===== config.mk =====
export PLATFORM = sky130hd
export DESIGN_NAME = rsa_job_scheduler
export DESIGN_NICKNAME = d
export VERILOG_FILES = /design/src/rtl/rsa_sched_pkg.sv /design/src/rtl/rsa_rr_arbiter.sv /design/src/rtl/rsa_job_scheduler.sv
export SDC_FILE = /design/constraint.sdc
export NUM_CORES = 1
export LEC_CHECK = 0
export ABC_AREA = 1
export CAP_MARGIN = 20
export CORE_MARGIN = 10
export CORE_UTILIZATION = 35
export CTS_CLUSTER_SIZE = 25
export DETAILED_ROUTE_END_ITERATION = 10
export DONT_BUFFER_PORTS = 1
export PLACE_DENSITY_LB_ADDON = 0.2
export SYNTH_ARGS = -nofsm -noshare
export SYNTH_HDL_FRONTEND = slang
export SYNTH_SLANG_ARGS = --single-unit

===== constraint.sdc =====
create_clock -name clk -period 4 [get_ports clk]
set_clock_uncertainty 0.15 [all_clocks]
set_input_delay 0.2 -clock clk [delete_from_list [all_inputs] [get_ports clk]]
set_output_delay 0.2 -clock clk [all_outputs]
set_load 0.01 [all_outputs]

===== src/rtl/rsa_sched_pkg.sv =====
// Shared types for the RSA job scheduler.
// State encoding and requester indices.
package rsa_sched_pkg;

  typedef enum logic [2:0] {
    S_IDLE,
    S_CLEAR,
    S_RUN,
    S_DONE,
    S_ABORT
  } sched_state_t;

  localparam int REQ_SPI  = 0;
  localparam int REQ_GPIO = 1;
  localparam int NUM_REQ  = 2;

endpackage


===== src/rtl/rsa_rr_arbiter.sv =====
// Two-way round-robin pick for the RSA scheduler.
// On a tie the requester that did not go last wins.
module rsa_rr_arbiter
  import rsa_sched_pkg::*;
(
  input  logic [NUM_REQ-1:0] req,
  input  logic               last,
  output logic [NUM_REQ-1:0] pick
);

  always_comb begin
    pick = '0;
    unique case (1'b1)
      (req == 2'b11): pick = last ? 2'b01 : 2'b10;
      (req == 2'b01): pick = 2'b01;
      (req == 2'b10): pick = 2'b10;
      default:        pick = '0;
    endcase
  end

endmodule


===== src/rtl/rsa_job_scheduler.sv =====
// Shares one rsa_unit between SPI and GPIO requesters.
// Grants, latches operands, runs clear/run/capture.
module rsa_job_scheduler
  import rsa_sched_pkg::*;
#(
  parameter int WIDTH     = 8,
  parameter int TIMEOUT_W = 10
) (
  input  logic                       clk,
  input  logic                       rst,
  input  logic                       ena,
  input  logic [NUM_REQ-1:0]         req,
  input  logic [NUM_REQ-1:0]         stop,
  input  logic [NUM_REQ*WIDTH-1:0]   p_in,
  input  logic [NUM_REQ*WIDTH-1:0]   e_in,
  input  logic [NUM_REQ*WIDTH-1:0]   m_in,
  input  logic [NUM_REQ*WIDTH-1:0]   const_in,
  output logic [NUM_REQ-1:0]         gnt,
  output logic [NUM_REQ-1:0]         done,
  output logic [NUM_REQ-1:0]         abort,
  output logic                       timeout,
  output logic [WIDTH-1:0]           result,
  output logic                       result_owner,
  output logic                       result_valid,
  output logic                       busy,
  output logic                       rsa_en,
  output logic                       rsa_clear,
  output logic [WIDTH-1:0]           rsa_p,
  output logic [WIDTH-1:0]           rsa_e,
  output logic [WIDTH-1:0]           rsa_m,
  output logic [WIDTH-1:0]           rsa_const,
  input  logic                       rsa_eoc,
  input  logic [WIDTH-1:0]           rsa_c
);

  localparam logic [TIMEOUT_W-1:0] TIMER_LAST =
    {{(TIMEOUT_W-1){1'b1}}, 1'b0};

  sched_state_t         state_q, state_d;
  logic                 owner_q;
  logic                 last_q;
  logic                 tmo_q;
  logic [TIMEOUT_W-1:0] timer_q;
  logic [NUM_REQ-1:0]   pick;
  logic [NUM_REQ-1:0]   owner_oh;
  logic                 sel;
  logic                 do_grant;
  logic                 do_capture;
  logic                 do_abort;
  logic                 do_tmo;

  rsa_rr_arbiter u_arb (
    .req  (req),
    .last (last_q),
    .pick (pick)
  );

  assign sel = pick[REQ_GPIO];

  always_comb begin
    state_d    = state_q;
    do_grant   = 1'b0;
    do_capture = 1'b0;
    do_abort   = 1'b0;
    do_tmo     = 1'b0;
    unique case (state_q)
      S_IDLE: begin
        if (|req) begin
          do_grant = 1'b1;
          state_d  = S_CLEAR;
        end
      end
      S_CLEAR: state_d = S_RUN;
      S_RUN: begin
        // eoc outranks stop and the timer
        if (rsa_eoc) begin
          do_capture = 1'b1;
          state_d    = S_DONE;
        end else if (stop[owner_q]) begin
          do_abort = 1'b1;
          state_d  = S_ABORT;
        end else if (timer_q == TIMER_LAST) begin
          do_abort = 1'b1;
          do_tmo   = 1'b1;
          state_d  = S_ABORT;
        end
      end
      S_DONE:  state_d = S_IDLE;
      S_ABORT: state_d = S_IDLE;
      default: state_d = S_IDLE;
    endcase
  end

  always_ff @(posedge clk or posedge rst) begin
    if (rst) begin
      state_q      <= S_IDLE;
      owner_q      <= 1'b0;
      last_q       <= 1'b1;
      tmo_q        <= 1'b0;
      timer_q      <= '0;
      result       <= '0;
      result_owner <= 1'b0;
      result_valid <= 1'b0;
      rsa_p        <= '0;
      rsa_e        <= '0;
      rsa_m        <= '0;
      rsa_const    <= '0;
    end else if (ena) begin
      state_q <= state_d;
      if (state_q == S_RUN)
        timer_q <= timer_q + 1'b1;
      if (do_grant) begin
        owner_q      <= sel;
        timer_q      <= '0;
        result_valid <= 1'b0;
        rsa_p     <= sel ? p_in[2*WIDTH-1:WIDTH]
                         : p_in[WIDTH-1:0];
        rsa_e     <= sel ? e_in[2*WIDTH-1:WIDTH]
                         : e_in[WIDTH-1:0];
        rsa_m     <= sel ? m_in[2*WIDTH-1:WIDTH]
                         : m_in[WIDTH-1:0];
        rsa_const <= sel ? const_in[2*WIDTH-1:WIDTH]
                         : const_in[WIDTH-1:0];
      end
      if (do_capture) begin
        result       <= rsa_c;
        result_owner <= owner_q;
        result_valid <= 1'b1;
      end
      if (do_capture || do_abort) begin
        last_q <= owner_q;
        tmo_q  <= do_tmo;
      end
    end
  end

  assign owner_oh  = owner_q ? 2'b10 : 2'b01;
  assign busy      = (state_q != S_IDLE);
  assign gnt       = busy ? owner_oh : '0;
  assign done      = (ena && state_q == S_DONE) ? owner_oh : '0;
  assign abort     = (ena && state_q == S_ABORT) ? owner_oh : '0;
  assign timeout   = ena && (state_q == S_ABORT) && tmo_q;
  assign rsa_en    = ena && (state_q == S_RUN);
  assign rsa_clear = (state_q == S_CLEAR) || (state_q == S_ABORT);

endmodule

-- Word level (Yosys, flattened, before mapping)
Cells that the tools add are included.
- memories kept: 0
- input port bits: 80
- output and inout bits: 52
- memory bits (read-only): 0
- word-level logic and storage cells: 73
- register bits after elaboration: 58
- bits in writable memories: 0
- latch bits: 0
- shift operators: 0
- $lt $le $gt $ge: 1
- bitwise logic cells: 0
- multiply operators: 0
- $add $sub $neg: 1
- equal/unequal tests: 10
- muxes and demuxes: 32
- divide/modulo/power cells: 0
- reduce and logical (&&, ||, !) cells: 17
- operators with widths (cell ; count):
    $mux 8 ; 4
    $mux 10 ; 2
    $mux 1 ; 15
    $mux 3 ; 4
    $add 10x1->10 const B ; 1
    $eq 10x10->1 const B ; 1
    $mux 2 ; 5
    $reduce_and 2->1 ; 5
    $pmux 3 s3 ; 1
    $eq 3x2->1 const B ; 2
    $pmux 2 s3 ; 1
    $eq 2x2->1 const B ; 2
    $logic_and 1x1->1 ; 4
    $ne 4x4->1 const B ; 1
    $reduce_bool 2->1 ; 2
    $eq 3x1->1 const B ; 1
    $eq 3x3->1 const B ; 1
    $logic_not 3->1 ; 1
    $reduce_and 3->1 ; 1
    $reduce_bool 3->1 ; 1
    $eq 2x1->1 const B ; 1
    $logic_or 1x1->1 ; 2
    $lt 1x2->1 const B ; 1
    $ne 2x2->1 const B ; 1
    $reduce_or 2->1 ; 1

-- Longest topological paths before layout
- depth in word-level cells: 7
- depth in mapped cells: 9
- gate-level depth less buffers: 9

-- By module
Synthesis repeated with hierarchy kept, for this count alone.
- cell total of the unflattened synthesis: 408
- area, all modules: 3083.0 um^2
- by module, submodules not included (module ; instances ; cells an instance ; area an instance (um^2) ; seq. area each (um^2)):
    rsa_job_scheduler ; 1 ; 403 ; 3062.9 ; 1452.6
    rsa_rr_arbiter ; 1 ; 5 ; 20.0 ; 0.0

-- Least setup slack after synthesis
Ideal clock, no wire load.
- kind: reg-to-reg
- from: register state_q[0]
- to: register rsa_const[0]
- data arrival time: 1.175 ns
- slack: 2.547 ns
- cell stages (with the launch flop): 6
- setup time: 0.129 ns
- required time: 3.721 ns
- path buffers: 1
- period minus slack after synthesis: 1.453 ns
- path through: dfrtp_1 -> nor2_4 -> nand4_4 -> inv_6 -> clkbuf_8 -> a31oi_2
- longest elaborated chain between the ends: 3
- ends and longest elaborated chain (element ; line ; text):
    start: declaration ; rsa_job_scheduler.sv:39 ; sched_state_t state_q, state_d;
    start signal: assignment ; rsa_job_scheduler.sv:109 ; state_q <= state_d;
    $logic_not 3->1 ; rsa_job_scheduler.sv:66 ; unique case (state_q)
    $mux 1 ; rsa_job_scheduler.sv:66 ;
    $reduce_and 2->1 (no line) ; n/a ;
    end signal: assignment ; rsa_job_scheduler.sv:122 ; rsa_const <= sel ? const_in[2*WIDTH-1:WIDTH]
    end: declaration ; rsa_job_scheduler.sv:31 ; output logic [WIDTH-1:0] rsa_const,
No other way between the ends.
A chain may end at the register's enable or synchronous reset.

-- Worst setup path after layout
- from: register state_q[0]
- to: register rsa_p[1]
- longest elaborated chain between the ends: 3
- ends and longest elaborated chain (element ; line ; text):
    $logic_not 3->1 ; rsa_job_scheduler.sv:66 ;
    $mux 1 ; rsa_job_scheduler.sv:66 ;
    $reduce_and 2->1 (no line) ; n/a ;
    end signal: assignment ; rsa_job_scheduler.sv:116 ; rsa_p <= sel ? p_in[2*WIDTH-1:WIDTH]
    end: declaration ; rsa_job_scheduler.sv:28 ; output logic [WIDTH-1:0] rsa_p,
No other way between the ends.

==> impl_metrics.tcl <==
set metrics [dict create \
    number_of_enable_type_register_cells_in_the_synthesized_netlist 0 \
    port_buffers 0 \
    cp-start-kind "flip-flop" \
    detailroute.via_count 2679 \
    global_route.usage.met1_pct 16.2 \
    pin_count_of_the_biggest_net_entering_global_routing 65 \
    grt.met3_usage_pct 6.81 \
    final.setup.worst_slack_ps 1570 \
    timing.final.crit_period_ps 2430 \
    totalPowerFinal_w 0.00289 \
    row_count 34 \
    ys_ff_latch 58 \
    most-common-layout-cells "nand2_1, dlygate4sd3_1, dfrtp_1" \
    syn-cell-area_um2 3100 \
    antenna_found_initial 0 \
    leakagePower_nw 1.79 \
    global_route_wire_length_before_repair_mm 14.7 \
    syn-mean-instance-area_um2 8.51 \
    worst-setup-path-type "flip-flop to flip-flop" \
    fin_crit_sh_pct 60.7 \
    first_global_vias 2897 \
    post_synth_and_or_nand_nor_area_fraction_pct 28.7 \
    dp_worst_setup_slack_ps 2050 \
    cp_max_fanout 64 \
    met2_usage_pct 21.5 \
    cts_buffer_depth 2 \
    final_design_area_no_fill_um2 4200 \
    synth.yosys.warnings 0 \
    synth_xor_xnor_area_share_pct 0.283 \
    dr.pass1.iters 5 \
    core_area_um2 8680 \
    remaining_drc_errors 0 \
    layout.cells.most_common "nand2_1" \
    die_w_um 114 \
    drt-total-wl_mm 8.83 \
    synth_cells 364 \
    ys_seq_area_share_pct 46.9 \
    clk_root_buffer_cell "clkbuf_8" \
    worst_slew_pin_slew_ps 957 \
    h-tree-depth 3 \
    post_dp_cell_area_um2 3120 \
    reg_to_reg_start "state_q[0]$_DFFE_PP0P_" \
    asyncSetResetFlopFracSynth_pct 100 \
    cp-startpoint "state_q[0]$_DFFE_PP0P_" \
    routed_length_per_placed_instance_um 15.8 \
    worstHoldStart "ena" \
    clock.fmax_ghz 0.412 \
    max_transition_margin_pct 36.1 \
    setup_viol 0 \
    grt-busiest-layer "met2" \
    io-pin-count 132 \
    number_of_buffers_created_by_cts 9 \
    post_synth_mux_area_share_pct 0 \
    global_route.usage.total_pct 13.7 \
    synthAdderAreaFrac_pct 0.808 \
    cts.sinks 58 \
    path_cells "nor2_4, nand4_4, inv_6, nor2_1, a31oi_2, dlygate4sd3_1" \
    crit_required_ps 4120 \
    ctsResizeCount 0 \
    postSynthNetCount 446 \
    hold_buffers 83 \
    min-delay-path-class "input port to flip-flop" \
    globalRoute.totalOverflow 0 \
    starting_density_of_the_core_pct 35.7 \
    nFillCells 815 \
    antenna_violating_nets_post_route 0 \
    timing_max_transition_violations_final 0 \
    worst_ep_arrival_time_ps 2550 \
    max-cap-violations 0 \
    cts_tree "done" \
    post_drt_via_cell_ratio 4.80 \
    dominant_synthesized_flop_cell "dfrtp_1" \
    rsz0062_at_grt "false" \
    drt-initial-drc-count 144 \
    cp-end-kind "flip-flop" \
    synth_top_area_share_pct 46.1 \
    gpl.final_weighted_congestion 0.827 \
    clk_pin_slew_ps 70 \
    worstSkewPairLatency_ps 330 \
    netlist-cell-type-count 30 \
    dp_hpwl_mm 5.98 \
    synth_top_family_by_area "simple AND/OR/NAND/NOR gates" \
    antenna-diode-count 0 \
    worst_path_max_delay_cell "dlygate4sd3_1" \
    fraction_of_layout_cells_with_a_size_suffix_above_1_pct 13.6 \
    hold_violations 0 \
    compound_gate_fraction_of_synth_area_pct 15.9 \
    worst_stage_delay_on_the_critical_path_ps 560 \
    synth.area.top_cells "dfrtp_1, nand2_1, a31oi_2" \
    die_area_um2 13000 \
    syn2layout_area_growth_pct 35.7 \
    power.density_nw_per_um2 687 \
    synth_largest_area_cell "dfrtp_1" \
    dieHeight_um 114 \
    finalSetupTns_ps 0 \
    outcome "finished clean" \
    postCtsSetupRepairBufs 0 \
    ir_drop_worst_case_vdd_v 0.000270 \
    layout.nets 527 \
]
## Yosys cell counts, types with 2 or more instances
cell,n
dfrtp_1,57
a31oi_2,28
inv_1,23
nor2_4,2
nand2_1,129
nand3_1,21
nor2_2,2
o21ai_0,9
ha_1,2
nor3_2,2
inv_2,2
o21ai_2,2
clkbuf_8,3
buf_8,3
buf_2,2
nand4_1,6
nor2_1,44
nand3b_1,2
clkbuf_1,6
a21boi_0,2
a31oi_1,5
a21oi_1,4
## layer usage
metal  wire length, um  up-vias
li1                  -     1354
met1              3640     1206
met2              4100      109
met3               981       10
met4               106        0
met5                 0        -
## logic make-up after synthesis
logic type | after synthesis
adder cells (fa/ha/maj) | 2
AO/OA/AOI/OAI | 52
buffers and inverters | 41
flip-flops | 58
AND/OR/NAND/NOR | 210
XOR/XNOR | 1
## flip-flops by register name, indices dropped and copies added, names as in the netlist, 3 cells and up
register   flops
rsa_e          8
state_q        3
timer_q       10
rsa_m          8
rsa_p          8
rsa_const      8
result         8
## worst max-delay path: cells and delay by family, from the launching register on
kind                   cells  cell delay (ps)
buffers and inverters      2             1000
AND/OR/NAND/NOR            3              540
AO/OA/AOI/OAI              1              150
flip-flops                 1              460
## per-stage QoR
step | std cells | hold slack [ps] | util [%]
after floorplan | 364 | 195 | -
after global placement | 459 | 39.6 | 36.0
after detailed placement | 459 | 40.6 | 36.0
after CTS | 558 | 54.9 | 48.4
after global routing | 558 | 87.5 | 48.4
final | 558 | 78.0 | 48.4
## area by class of cell
cell class	instances	area, um^2	share of cell area (%)
clock buffer	10	138	3.27
tap	108	135	3.22
timing repair buffer	85	846	20.1
sequential	58	1450	34.6
inverter	26	103	2.44
multi-input combinational	265	1420	33.7
clock inverter	6	114	2.71
## worst paths after layout
path / endpoint / slack (ps) / depth (start not counted)
worst min-delay path: timer_q[1]$_DFFE_PP0P_ / 80 / 4
worst max register to register: rsa_p[1]$_DFFE_PP0P_ / 1570 / 6
worst min register to register: last_q$_DFFE_PP1P_ / 350 / 2
worst max-delay path: rsa_p[1]$_DFFE_PP0P_ / 1570 / 6
min in group asynchronous: rsa_e[0]$_DFFE_PP0P_ / 240 / 2
max in group asynchronous: last_q$_DFFE_PP1P_ / 2580 / 3
## report_power, final
group / internal (W) / total, W / switching (W)
registers: 0.000840 / 0.00117 / 0.000325
clock network: 0.000432 / 0.000690 / 0.000259
logic: 0.000532 / 0.00103 / 0.000499
total: 0.00180 / 0.00289 / 0.00108
Power figures use the tool's default switching activity.
